**src/rtl/fft4_pkg.sv**
```systemverilog
// fft4_pkg: complex word type, FSM states and pack/unpack/narrow helpers for fft4.
// Parts are held sign-extended to CW bits, so butterfly growth never wraps internally.
// Define FFT4_SCALE_EN to scale results by 1/4 (floor); otherwise results wrap to H bits.
package fft4_pkg;

    // Widest supported part; WIDTH/2 + 2 must fit, so WIDTH <= 60.
    localparam int CW = 32;

    typedef struct packed {
        logic signed [CW-1:0] re;
        logic signed [CW-1:0] im;
    } cplx_t;

    typedef enum logic [1:0] {
        IDLE = 2'd0,
        ST1  = 2'd1,
        ST2  = 2'd2,
        DONE = 2'd3
    } state_t;

    // w carries a packed word {re[h-1:0], im[h-1:0]} in its low 2h bits.
    function automatic cplx_t cplx_unpack(input logic [2*CW-1:0] w, input int h);
        cplx_t                  c;
        logic signed [2*CW-1:0] t;
        t    = $signed(w << (2*CW - 2*h));
        c.re = CW'(t >>> (2*CW - h));
        t    = $signed(w << (2*CW - h));
        c.im = CW'(t >>> (2*CW - h));
        return c;
    endfunction

    // Keeps only the low h bits of each part, which is where wrap-around happens.
    function automatic logic [2*CW-1:0] cplx_pack(input cplx_t c, input int h);
        logic [2*CW-1:0] m;
        m = ((2*CW)'(1) << h) - (2*CW)'(1);
        return ((((2*CW)'($signed(c.re))) & m) << h) | (((2*CW)'($signed(c.im))) & m);
    endfunction

    function automatic cplx_t cplx_narrow(input cplx_t c);
        cplx_t r;
`ifdef FFT4_SCALE_EN
        r.re = $signed(c.re) >>> 2;
        r.im = $signed(c.im) >>> 2;
`else
        r = c;
`endif
        return r;
    endfunction

endpackage

```
**src/rtl/fft4_bfly.sv**
```systemverilog
// fft4_bfly: complex radix-2 butterfly, sum = a + b and dif = a - b per part.
// Latency: combinational. Backpressure: none.
module fft4_bfly #(
    parameter int W = 32
) (
    input  logic signed [W-1:0] a_re,
    input  logic signed [W-1:0] a_im,
    input  logic signed [W-1:0] b_re,
    input  logic signed [W-1:0] b_im,
    output logic signed [W-1:0] sum_re,
    output logic signed [W-1:0] sum_im,
    output logic signed [W-1:0] dif_re,
    output logic signed [W-1:0] dif_im
);

    // The caller sizes W with headroom for the one bit of growth.
    assign sum_re = a_re + b_re;
    assign sum_im = a_im + b_im;
    assign dif_re = a_re - b_re;
    assign dif_im = a_im - b_im;

endmodule

```
**src/rtl/fft4.sv**
```systemverilog
// fft4: 4-point complex DFT, two registered radix-2 stages; FFT4_SCALE_EN selects /4 output scaling.
// Latency: 3 cycles start->done, one transform per 4 cycles.
// Backpressure: none; start is ignored outside IDLE, done is a one-cycle pulse.
module fft4
    import fft4_pkg::*;
#(
    parameter int WIDTH = 32
) (
    input  logic             clk,
    input  logic             rst,
    input  logic             start,
    output logic             done,
    input  logic [WIDTH-1:0] in0,
    input  logic [WIDTH-1:0] in1,
    input  logic [WIDTH-1:0] in2,
    input  logic [WIDTH-1:0] in3,
    output logic [WIDTH-1:0] out0,
    output logic [WIDTH-1:0] out1,
    output logic [WIDTH-1:0] out2,
    output logic [WIDTH-1:0] out3
);

    localparam int HW = WIDTH / 2;

    state_t state;
    cplx_t  x0, x1, x2, x3;
    cplx_t  a, b, c, d;
    cplx_t  sa, sb, sc, sd;
    cplx_t  y0, y1, y2, y3;
    cplx_t  dj;

    // -j*D, so that B + (-jD) is X1 and B - (-jD) is X3.
    assign dj.re = d.im;
    assign dj.im = -$signed(d.re);

    fft4_bfly #(.W(CW)) u_bfly_s1_02 (
        .a_re(x0.re), .a_im(x0.im), .b_re(x2.re), .b_im(x2.im),
        .sum_re(sa.re), .sum_im(sa.im), .dif_re(sb.re), .dif_im(sb.im)
    );

    fft4_bfly #(.W(CW)) u_bfly_s1_13 (
        .a_re(x1.re), .a_im(x1.im), .b_re(x3.re), .b_im(x3.im),
        .sum_re(sc.re), .sum_im(sc.im), .dif_re(sd.re), .dif_im(sd.im)
    );

    fft4_bfly #(.W(CW)) u_bfly_s2_ac (
        .a_re(a.re), .a_im(a.im), .b_re(c.re), .b_im(c.im),
        .sum_re(y0.re), .sum_im(y0.im), .dif_re(y2.re), .dif_im(y2.im)
    );

    fft4_bfly #(.W(CW)) u_bfly_s2_bd (
        .a_re(b.re), .a_im(b.im), .b_re(dj.re), .b_im(dj.im),
        .sum_re(y1.re), .sum_im(y1.im), .dif_re(y3.re), .dif_im(y3.im)
    );

    always_ff @(posedge clk or negedge rst) begin
        if (!rst) begin
            state <= IDLE;
            done  <= 1'b0;
            x0    <= '0;
            x1    <= '0;
            x2    <= '0;
            x3    <= '0;
            a     <= '0;
            b     <= '0;
            c     <= '0;
            d     <= '0;
            out0  <= '0;
            out1  <= '0;
            out2  <= '0;
            out3  <= '0;
        end else begin
            done <= 1'b0;
            case (state)
                IDLE: begin
                    if (start) begin
                        x0    <= cplx_unpack((2*CW)'(in0), HW);
                        x1    <= cplx_unpack((2*CW)'(in1), HW);
                        x2    <= cplx_unpack((2*CW)'(in2), HW);
                        x3    <= cplx_unpack((2*CW)'(in3), HW);
                        state <= ST1;
                    end
                end
                ST1: begin
                    a     <= sa;
                    b     <= sb;
                    c     <= sc;
                    d     <= sd;
                    state <= ST2;
                end
                ST2: begin
                    out0  <= WIDTH'(cplx_pack(cplx_narrow(y0), HW));
                    out1  <= WIDTH'(cplx_pack(cplx_narrow(y1), HW));
                    out2  <= WIDTH'(cplx_pack(cplx_narrow(y2), HW));
                    out3  <= WIDTH'(cplx_pack(cplx_narrow(y3), HW));
                    done  <= 1'b1;
                    state <= DONE;
                end
                DONE:    state <= IDLE;
                default: state <= IDLE;
            endcase
        end
    end

endmodule

```
**config.mk**
```make
export PLATFORM = sky130hd
export DESIGN_NAME = fft4
export DESIGN_NICKNAME = d
export VERILOG_FILES = /design/src/rtl/fft4_pkg.sv /design/src/rtl/fft4_bfly.sv /design/src/rtl/fft4.sv
export SDC_FILE = /design/constraint.sdc
export NUM_CORES = 1
export LEC_CHECK = 0
export ABC_CLOCK_PERIOD_IN_PS = 4900
export CAP_MARGIN = 20
export CORE_ASPECT_RATIO = 0.6
export CORE_UTILIZATION = 45
export CTS_CLUSTER_DIAMETER = 60
export DETAILED_ROUTE_END_ITERATION = 7
export GPL_TIMING_DRIVEN = 0
export PLACE_DENSITY = 0.66
export SLEW_MARGIN = 15
export SYNTH_ARGS = -nofsm -noshare
export SYNTH_HDL_FRONTEND = slang
export SYNTH_SLANG_ARGS = --single-unit
```
**constraint.sdc**
```tcl
create_clock -name clk -period 4.9 [get_ports clk]
set_input_delay 0.98 -clock clk [delete_from_list [all_inputs] [get_ports clk]]
set_output_delay 0.98 -clock clk [all_outputs]
set_load 0.02 [all_outputs]
```
* Word level (Yosys, flattened, before mapping)
Cells that the tools add are included.
Operators by class: equality and inequality tests 4, bitwise logic cells 4, add/sub/neg operators 17, mux-type cells 3, reductions and logical operators 2
Operators by type and width (number):
- adder 16 bit | 8
- OR 32 x 16 -> 32 bit | 4
- subtractor 16 bit | 8
- negator 16 bit | 1
- case mux 2 bit (4 select lines) | 1
- == test 2 bit (second input constant) | 2
- == test 2 x 1 -> 1 bit (second input constant) | 1
- logical NOT 2 bit | 1
- two-way mux 2 bit | 1
- inequality test 2 bit (second input constant) | 1
- AND reduction 2 bit | 1
- two-way mux 1 bit | 1
Word-level totals: word-level logic and storage cells 52, input bits 131, output and inout bits 129, register bits 387

* Depth between registers and ports, before layout
Gate-level depths: netlist (run 1).
depth after elaboration 3, depth in mapped cells 16, gate-level depth less buffers 15

* Cells and area by module
A second synthesis (run 1) with hierarchy kept.
Second synthesis, totals: cells, all modules 5124, area, all modules 46141.8 um^2
By module, submodules not included:
- fft4 | sequential area each 12887.4 um^2, instances 1, cells each 1187, area an instance 19638.8 um^2
- fft4_bfly at u_bfly_s1_02 | sequential area each 0.0 um^2, instances 1, cells each 1030, area an instance 6915.4 um^2
- fft4_bfly at u_bfly_s1_13 | sequential area each 0.0 um^2, instances 1, cells each 964, area an instance 6568.8 um^2
- fft4_bfly at u_bfly_s2_bd | sequential area each 0.0 um^2, instances 1, cells each 973, area an instance 6548.8 um^2
- fft4_bfly at u_bfly_s2_ac | sequential area each 0.0 um^2, instances 1, cells each 970, area an instance 6470.0 um^2

* Worst setup path after synthesis (run 1)
No wires, ideal clock.
kind register to register, from reg d[35] (netlist name), to reg out1[15], cell stages (with the launch flop) 14, library setup time 0.125 ns, buffers on the path 1, arrival time 3.237 ns, clock period less this slack 3.361 ns, path slack 1.539 ns, required time 4.775 ns, cell sequence dfrtp_1 -> nor4_1 -> nand2_1 -> or3_1 -> nor3_1 -> xnor2_1 -> ha_1 -> clkbuf_1 -> a21o_1 -> a21o_1 -> a2111oi_0 -> a21oi_1 -> xnor2_1 -> mux2_2
Between the ends: cells in the longest elaborated chain, start to end 3
Ends and longest elaborated chain:
- from (decl) | line fft4.sv:27 | cplx_t a, b, c, d;
- from (signal assigned) | line fft4.sv:67 | d <= '0;
- from (signal assigned) | line fft4.sv:88 | d <= sd;
- negator 16 bit | line fft4.sv:34 | assign dj.im = -$signed(d.re);
- adder 16 bit | line fft4_bfly.sv:18 | assign sum_im = a_im + b_im;
- OR 32 x 16 -> 32 bit | line fft4_pkg.sv:36 | return ((((2*CW)'($signed(c.re))) & m) << h) | (((2*CW)'($signed(c.im))) & m);
- to (signal assigned) | line fft4.sv:93 | out1 <= WIDTH'(cplx_pack(cplx_narrow(y1), HW));
- to (decl) | line fft4.sv:18 | output logic [WIDTH-1:0] out1,
Every way passes these cells. A chain may end at the register's enable or synchronous reset.

==> qor.csv, run 1 <==
metric,value,unit
global-route usage over all layers,28.4,%
count of hold buffers inserted by post-cts repair,0,
sum of overflow across all layers after global routing,0,
share of final-layout standard cells stronger than drive strength 1,10.5,%
CTS Buffer Depth,3,
post-CTS sizing,0,
post-synthesis sequential element count,379,
final wirelength,81100,um
most numerous cell on the critical path,sky130_fd_sc_hd__nor2_1,
critical path class,reg -> reg,
number of antenna diodes,0,
worst flop-to-flop path endpoint,out3[15],
Cell variety after synth,81,
leading register cell type out of synthesis,sky130_fd_sc_hd__dfrtp_1,
number of instances in the synthesized netlist,2654,
endpoint kind of the worst setup timing path,flop,
"antenna viol nets, final",0,
post-place setup slack,0.987,ns
Die ar.,57200,sq um
worst-case clock skew,0.0191,ns
Mean Syn Cell Area,9.53,sq um
Hold Crit Class,in -> async,
final design utilization,55.4,%
Filler Cell Count,4932,
Pre-antenna DRT Iters,7,
mean routed wirelength per cell,21.7,um
clock latency reported for the late side of the worst-skew pair,0.57,ns
total half-perimeter wirelength after legalization and detailed placement,64300,um
GPL Wtd Cong,0.954,
worst max-slew margin expressed relative to the limit,18.9,%
worst hold margin,0.379,ns
Worst Tran Pin Value,1.22,ns
setup repair after global routing missed its margin,no,
DRT iter0 DRCs,1866,
master cell of the clock root buffer,sky130_fd_sc_hd__clkbuf_16,
final count of negative-setup-slack endpoints,0,
initial core utilization,46.1,%
count of synthesis-stage warnings from yosys,0,
post-layout minimum cycle time,3.99,ns
"Hold Vio Cnt, Final",0,
count of cells along the worst register-to-register path,16,
Crit path arrival time,4.44,ns
async set or reset register ratio after synthesis,100,%
CP max FO,8,
count of final max-slew check failures,0,
die width,308,um
Post-CTS Repair Setup Buffers,0,
maximum number of pins on one net before global-route repair,103,
initial antenna violation count,2,
CP Launch Type,flop,
Setup TNS Final,0,ns
cell area after synthesis,25300,sq um
clock tree from TritonCTS,done,
"EDFF count, synth",0,
detailed-route via count,20800,
run status,finished clean,
sequential element share of the synthesized area,37.5,%
syn nets,3051,
Floorplan Core Area,54800,sq um
top-level I/O count,260,
synth-to-layout area growth,20.1,%
"Critical Path, Cell by Cell",inv_1 -> ha_1 -> nand2_1 -> or3_1 -> nor3_1 -> xnor2_1 -> ha_1 -> clkbuf_1 -> inv_1 -> a21oi_1 -> nor2_1 -> nor2_1 -> nor2_1 -> a311oi_1 -> xnor2_1 -> mux2_2,
clock edge transition at the registers on the reported setup and hold paths,0.06,ns
Reg2Reg Setup Slack,0.91,ns
Num CTS Buffers,43,
Worst Slack Setup Final,0.908,ns
Via-to-Cell Ratio,5.55,
Placement Rows,66,
count of buffers inserted at the top-level ports,259,
Die Ht,186,um
Final #Nets,3361,
Crit-path slowest cell,sky130_fd_sc_hd__dfrtp_1,
vias in the first global route,20100,
max incr delay on CP,0.61,ns
worst reg2reg path startpoint,c[32],
Fmax,250,MHz
first-pass GRT wire length,122000,um
remaining design rule violation count,0,
H-Tree Depth,2,
final critical-path share of the clock period,81.5,%
CP Data Required Time,5.35,ns
Sink Count,379,
Max Cap Viol,0,
-- metal layers --
metal,part of all wire [%],vias up,global-route usage [%],wire length [um]
met1,49,10200,43.3,40000
met5,0,-,0,0
li1,-,9726,-,-
met4,1.8,0,5.79,1460
met2,41,722,41.1,33600
met3,7.4,78,5.51,6040
-- per-stage QoR --
| stage | cell area [sq um] | std cells |
|---|---|---|
| 2_1_floorplan | 25300 | 2654 |
| 3_3_place_gp | 28800 | 3661 |
| 3_5_place_dp | 28900 | 3667 |
| 4_1_cts | 30400 | 3741 |
| 5_1_grt | 30400 | 3741 |
| 6_report | 30400 | 3741 |
-- critical path, delay by kind of cell (launching register included) --
kind | cells | cell delay, ns
AO/OA/AOI/OAI | 2 | 0.66
XOR/XNOR | 2 | 0.28
adder cells (fa/ha/maj) | 2 | 0.51
buffers and inverters | 3 | 0.57
flip-flops | 1 | 0.61
multiplexers | 1 | 0.27
AND/OR/NAND/NOR | 6 | 0.97
-- worst max path at each step --
stage | cells past startpoint | from | to
3_5_place_dp | 14 | c[32] | out1[15]
4_1_cts | 14 | c[32] | out1[15]
2_1_floorplan | 13 | d[35] | out1[15]
6_report | 16 | c[32] | out3[15]
3_3_place_gp | 1 | rst | a[11]
5_1_grt | 13 | c[32] | out3[15]
-- area by class of cell --
type | count | area (sq um) | area share [%]
plain buffers | 138 | 547 | 1.80
clock buffers | 60 | 1260 | 4.16
clock inverters | 14 | 165 | 0.544
inverters | 222 | 833 | 2.74
multi-input cells | 1915 | 14400 | 47.5
flip-flops and latches | 379 | 9480 | 31.2
well taps | 748 | 936 | 3.08
repair buffers | 265 | 2720 | 8.95
-- cell usage in the layout, fill, tap and decap left out, types with 42 or more instances in the layout --
cell type	count
sky130_fd_sc_hd__clkbuf_1	118
sky130_fd_sc_hd__o21ai_0	84
sky130_fd_sc_hd__xnor2_1	162
sky130_fd_sc_hd__xor2_1	46
sky130_fd_sc_hd__nor3_1	42
sky130_fd_sc_hd__clkbuf_16	45
sky130_fd_sc_hd__mux2_2	196
sky130_fd_sc_hd__ha_1	250
sky130_fd_sc_hd__inv_1	221
sky130_fd_sc_hd__dfrtp_1	379
sky130_fd_sc_hd__a21oi_1	250
sky130_fd_sc_hd__clkdlybuf4s50_1	258
sky130_fd_sc_hd__nand2_1	94
sky130_fd_sc_hd__nor2_1	267
-- cell usage after synthesis (5+ instances only) --
library cell | n | share of area (%)
sky130_fd_sc_hd__a2111oi_0 | 6 | 0.21
sky130_fd_sc_hd__a211oi_1 | 18 | 0.53
sky130_fd_sc_hd__a21boi_0 | 6 | 0.18
sky130_fd_sc_hd__a21boi_1 | 6 | 0.18
sky130_fd_sc_hd__a21o_1 | 33 | 0.98
sky130_fd_sc_hd__a21oi_1 | 250 | 4.9
sky130_fd_sc_hd__a311oi_1 | 8 | 0.28
sky130_fd_sc_hd__a31o_2 | 5 | 0.17
sky130_fd_sc_hd__a31oi_1 | 27 | 0.67
sky130_fd_sc_hd__and3_1 | 12 | 0.30
sky130_fd_sc_hd__buf_1 | 17 | 0.25
sky130_fd_sc_hd__buf_2 | 5 | 0.099
sky130_fd_sc_hd__clkbuf_1 | 111 | 1.6
sky130_fd_sc_hd__dfrtp_1 | 379 | 38
sky130_fd_sc_hd__fa_1 | 16 | 1.3
sky130_fd_sc_hd__ha_1 | 250 | 12
sky130_fd_sc_hd__inv_1 | 221 | 3.3
sky130_fd_sc_hd__mux2_2 | 196 | 8.7
sky130_fd_sc_hd__mux2i_1 | 19 | 0.75
sky130_fd_sc_hd__nand2_1 | 94 | 1.4
sky130_fd_sc_hd__nand2b_1 | 39 | 0.97
sky130_fd_sc_hd__nand3_1 | 36 | 0.71
sky130_fd_sc_hd__nand3b_1 | 6 | 0.18
sky130_fd_sc_hd__nand4_1 | 6 | 0.15
sky130_fd_sc_hd__nor2_1 | 267 | 4.0
sky130_fd_sc_hd__nor2b_1 | 35 | 0.87
sky130_fd_sc_hd__nor3_1 | 42 | 0.83
sky130_fd_sc_hd__nor4_1 | 17 | 0.42
sky130_fd_sc_hd__o2111ai_1 | 9 | 0.31
sky130_fd_sc_hd__o211ai_1 | 10 | 0.30
sky130_fd_sc_hd__o21a_1 | 21 | 0.62
sky130_fd_sc_hd__o21ai_0 | 84 | 1.7
sky130_fd_sc_hd__o21ai_1 | 19 | 0.38
sky130_fd_sc_hd__o21ba_2 | 6 | 0.24
sky130_fd_sc_hd__o21bai_1 | 36 | 1.1
sky130_fd_sc_hd__o22ai_1 | 5 | 0.12
sky130_fd_sc_hd__o31a_1 | 6 | 0.21
sky130_fd_sc_hd__o31ai_1 | 21 | 0.62
sky130_fd_sc_hd__or2_2 | 10 | 0.25
sky130_fd_sc_hd__or3_1 | 15 | 0.37
sky130_fd_sc_hd__or4_1 | 8 | 0.24
sky130_fd_sc_hd__xnor2_1 | 162 | 5.6
sky130_fd_sc_hd__xor2_1 | 46 | 1.6
-- cells by family after synthesis --
group,Yosys count,synth area share [%]
mux,216,9.53
flops,379,37.5
buf+inv,360,5.46
xor+xnor,208,7.21
fa+ha+maj,266,13.6
compound gates,616,15.3
simple gates,609,11.3
-- registers in the layout, indices dropped and copies added (netlist names), 32 cells and up --
signal	flops
a	32
c	32
out0	32
out1	32
x0	32
x1	32
x2	32
x3	32
Power of run 1 is not shown: default switching activity piles up to over one toggle a cycle in this logic, so the estimate is an artifact.
==> inputs of run 2 (changes only) <==
--- a/config.mk
+++ b/config.mk
@@ -5,14 +5,14 @@
 export SDC_FILE = /design/constraint.sdc
 export NUM_CORES = 1
 export LEC_CHECK = 0
-export ABC_CLOCK_PERIOD_IN_PS = 4900
+export ABC_CLOCK_PERIOD_IN_PS = 3500
 export CAP_MARGIN = 20
 export CORE_ASPECT_RATIO = 0.6
 export CORE_UTILIZATION = 45
 export CTS_CLUSTER_DIAMETER = 60
 export DETAILED_ROUTE_END_ITERATION = 7
 export GPL_TIMING_DRIVEN = 0
-export PLACE_DENSITY = 0.66
+export PLACE_DENSITY = 0.68
 export SLEW_MARGIN = 15
 export SYNTH_ARGS = -nofsm -noshare
 export SYNTH_HDL_FRONTEND = slang
==> constraint.sdc (replaced) <==
create_clock -name clk -period 3.5 [get_ports clk]
set_input_delay 0.7 -clock clk [delete_from_list [all_inputs] [get_ports clk]]
set_output_delay 0.7 -clock clk [all_outputs]
set_load 0.02 [all_outputs]
==> run 2 against run 1 <==
Against the previous run: clock skew rose by 0.0028 ns; maximum frequency up 18%; wire length is 0.10% lower; worst setup slack got worse by 0.80 ns; global-route usage shrank 0.11 points.
==> qor.csv, run 2 (synthesis gave the netlist of run 1 again) <==
metric,value,unit,change
Crit path arrival time,3.85,ns,was 4.44 ns
final critical-path share of the clock period,96.9,%,was 81.5%
"Critical Path, Cell by Cell",nor4_4 -> nand2_2 -> or3_1 -> xor2_1 -> ha_2 -> nand2_1 -> o31ai_1 -> o21ai_2 -> a21oi_1 -> xnor2_1 -> mux2_2,,was inv_1 -> ha_1 -> nand2_1 -> or3_1 -> nor3_1 -> xnor2_1 -> ha_1 -> clkbuf_1 -> inv_1 -> a21oi_1 -> nor2_1 -> nor2_1 -> nor2_1 -> a311oi_1 -> xnor2_1 -> mux2_2
worst flop-to-flop path endpoint,out1[15],,was out3[15]
die width,308,um,unchanged
synth-to-layout area growth,20.7,%,was 20.1%
endpoint kind of the worst setup timing path,flop,,unchanged
"top library cells by usage in the layout, fill and taps aside","sky130_fd_sc_hd__dfrtp_1, sky130_fd_sc_hd__nor2_1, sky130_fd_sc_hd__clkdlybuf4s50_1",,unchanged
Crit-path slowest cell,sky130_fd_sc_hd__o31ai_1,,was sky130_fd_sc_hd__dfrtp_1
maximum number of pins on one net before global-route repair,105,,was 103
sum of overflow across all layers after global routing,0,,unchanged
post-place setup slack,-0.529,ns,was 0.987 ns
kind of cell with the highest combined delay on the critical path,compound AO/OA/AOI/OAI gates,,was simple AND/OR/NAND/NOR gates
area of all placed cells without fillers,30500,sq um,"was 30,400 sq um"
run status,finished clean,,unchanged
H-Tree Depth,2,,unchanged
clock latency reported for the late side of the worst-skew pair,0.58,ns,was 0.57 ns
CP Data Required Time,3.95,ns,was 5.35 ns
Worst Tran Pin Value,1.23,ns,was 1.22 ns
initial core utilization,46.1,%,unchanged
Floorplan Core Area,54800,sq um,unchanged
CTS Buffer Depth,3,,unchanged
share of final-layout standard cells stronger than drive strength 1,11.6,%,was 10.5%
max incr delay on CP,0.51,ns,was 0.61 ns
global-route usage over all layers,28.3,%,was 28.4%
Placement Rows,66,,unchanged
Hold Crit Class,in -> async,,unchanged
post-layout minimum cycle time,3.39,ns,was 3.99 ns
storage element area,9490,sq um,was 9480 sq um
Worst Slack Setup Final,0.107,ns,was 0.908 ns
Max Cap Viol,0,,unchanged
Die ar.,57200,sq um,unchanged
total half-perimeter wirelength after legalization and detailed placement,64100,um,"was 64,300 um"
Num CTS Buffers,42,,was 43
GPL Wtd Cong,0.987,,was 0.954
worst-case clock skew,0.0219,ns,was 0.0191 ns
master cell of the clock root buffer,sky130_fd_sc_hd__clkbuf_16,,unchanged
CP max FO,10,,was 8
count of buffers inserted at the top-level ports,259,,unchanged
Reg2Reg Setup Slack,0.11,ns,was 0.91 ns
count of final max-slew check failures,0,,unchanged
top-level I/O count,260,,unchanged
final wirelength,81000,um,"was 81,100 um"
clock tree from TritonCTS,done,,unchanged
detailed-route via count,20900,,"was 20,800"
CP Launch Type,flop,,unchanged
setup repair after global routing missed its margin,yes,,was no
instance area at placement,28900,sq um,about the same
final count of negative-setup-slack endpoints,0,,unchanged
clock edge transition at the registers on the reported setup and hold paths,0.06,ns,about the same
count of hold buffers inserted by post-cts repair,0,,unchanged
critical path class,reg -> reg,,unchanged
Worst setup startpoint,d[34],,was c[32]
Fmax,295,MHz,was 250 MHz
Pre-antenna DRT Iters,7,,unchanged
DRT iter0 DRCs,1717,,"was 1,866"
Sink Count,379,,unchanged
Final #Nets,3365,,"was 3,361"
"commonest non-fill, non-tap cell in the layout",sky130_fd_sc_hd__dfrtp_1,,unchanged
worst max-slew margin expressed relative to the limit,18.0,%,was 18.9%
vias in the first global route,20100,,about the same
Filler Cell Count,4930,,"was 4,932"
mean routed wirelength per cell,21.6,um,was 21.7 um
"antenna viol nets, final",0,,unchanged
first-pass GRT wire length,122000,um,about the same
initial antenna violation count,4,,was 2
remaining design rule violation count,0,,unchanged
multi-input gate area in the final layout,14500,sq um,"was 14,400 sq um"
Via-to-Cell Ratio,5.58,,was 5.55
"Hold Vio Cnt, Final",0,,unchanged
Die Ht,186,um,unchanged
Crit path buffers/inverters,0,,was 3
worst reg2reg path startpoint,d[34],,was c[32]
count of cells along the worst register-to-register path,11,,was 16
==> run 2: changes by cell type in the layout (fill, tap and decap cells not counted), moves of 4 or more <==
cell and delta:
sky130_fd_sc_hd__ha_1 -4, sky130_fd_sc_hd__clkbuf_1 -6, sky130_fd_sc_hd__buf_4 +9, sky130_fd_sc_hd__clkinv_4 +5, sky130_fd_sc_hd__clkbuf_8 -6
==> run 2: layer usage <==
| layer | share of wire (%) | global-route usage, % | vias to the layer above |
|---|---|---|---|
| met5 | 0 | 0 | - |
| met4 | 2.2 | 7.02 | 0 |
| met3 | 6.9 | 4.20 | 106 |
| met2 | 42 | 41.0 | 683 |
| met1 | 49 | 43.5 | 10400 |
| li1 | - | - | 9736 |
==> run 2: how the worst max path moves through the flow <==
stage	to	slack [ns]	cells past startpoint
after detailed placement	out1[15]	-0.53	14
final	out1[15]	0.11	11
after CTS	out3[14]	0.00004	12
after global placement	x0[10]	-14.69	1
after global routing	out3[15]	-0.01	14
after floorplan	out1[15]	0.14	13
==> run 2: cell type report <==
cell class                 count  area share (%)
clock buffer                  49            3.67
buffer                       135            1.76
inverter                     222            2.73
timing repair buffer         273            9.10
clock inverter                28           0.894
sequential                   379            31.1
tap                          748            3.07
antenna                        1         0.00820
multi-input combinational   1915            47.7
==> run 2: timing repair <==
action / 4_1_cts / 5_1_grt
resized for setup: 14 / 15
setup buffers: 7 / 2
cloned: 0 / 0
setup endpoints to repair: 8 / 6
pin swaps: 7 / 8
==> run 2: stage by stage <==
stage                     util (%)  hold slack (ns)   TNS, ns  std cells
after detailed placement      52.7            0.480     -2.15       3665
final                         55.6           0.0951         0       3750
after global routing          55.6            0.152   -0.0322       3749
after CTS                     55.5            0.118         0       3746
after floorplan                  -            0.404         0       2654
after global placement        52.5            0.471  -5547.64       3661
Power of run 2 is left out for the same reason.
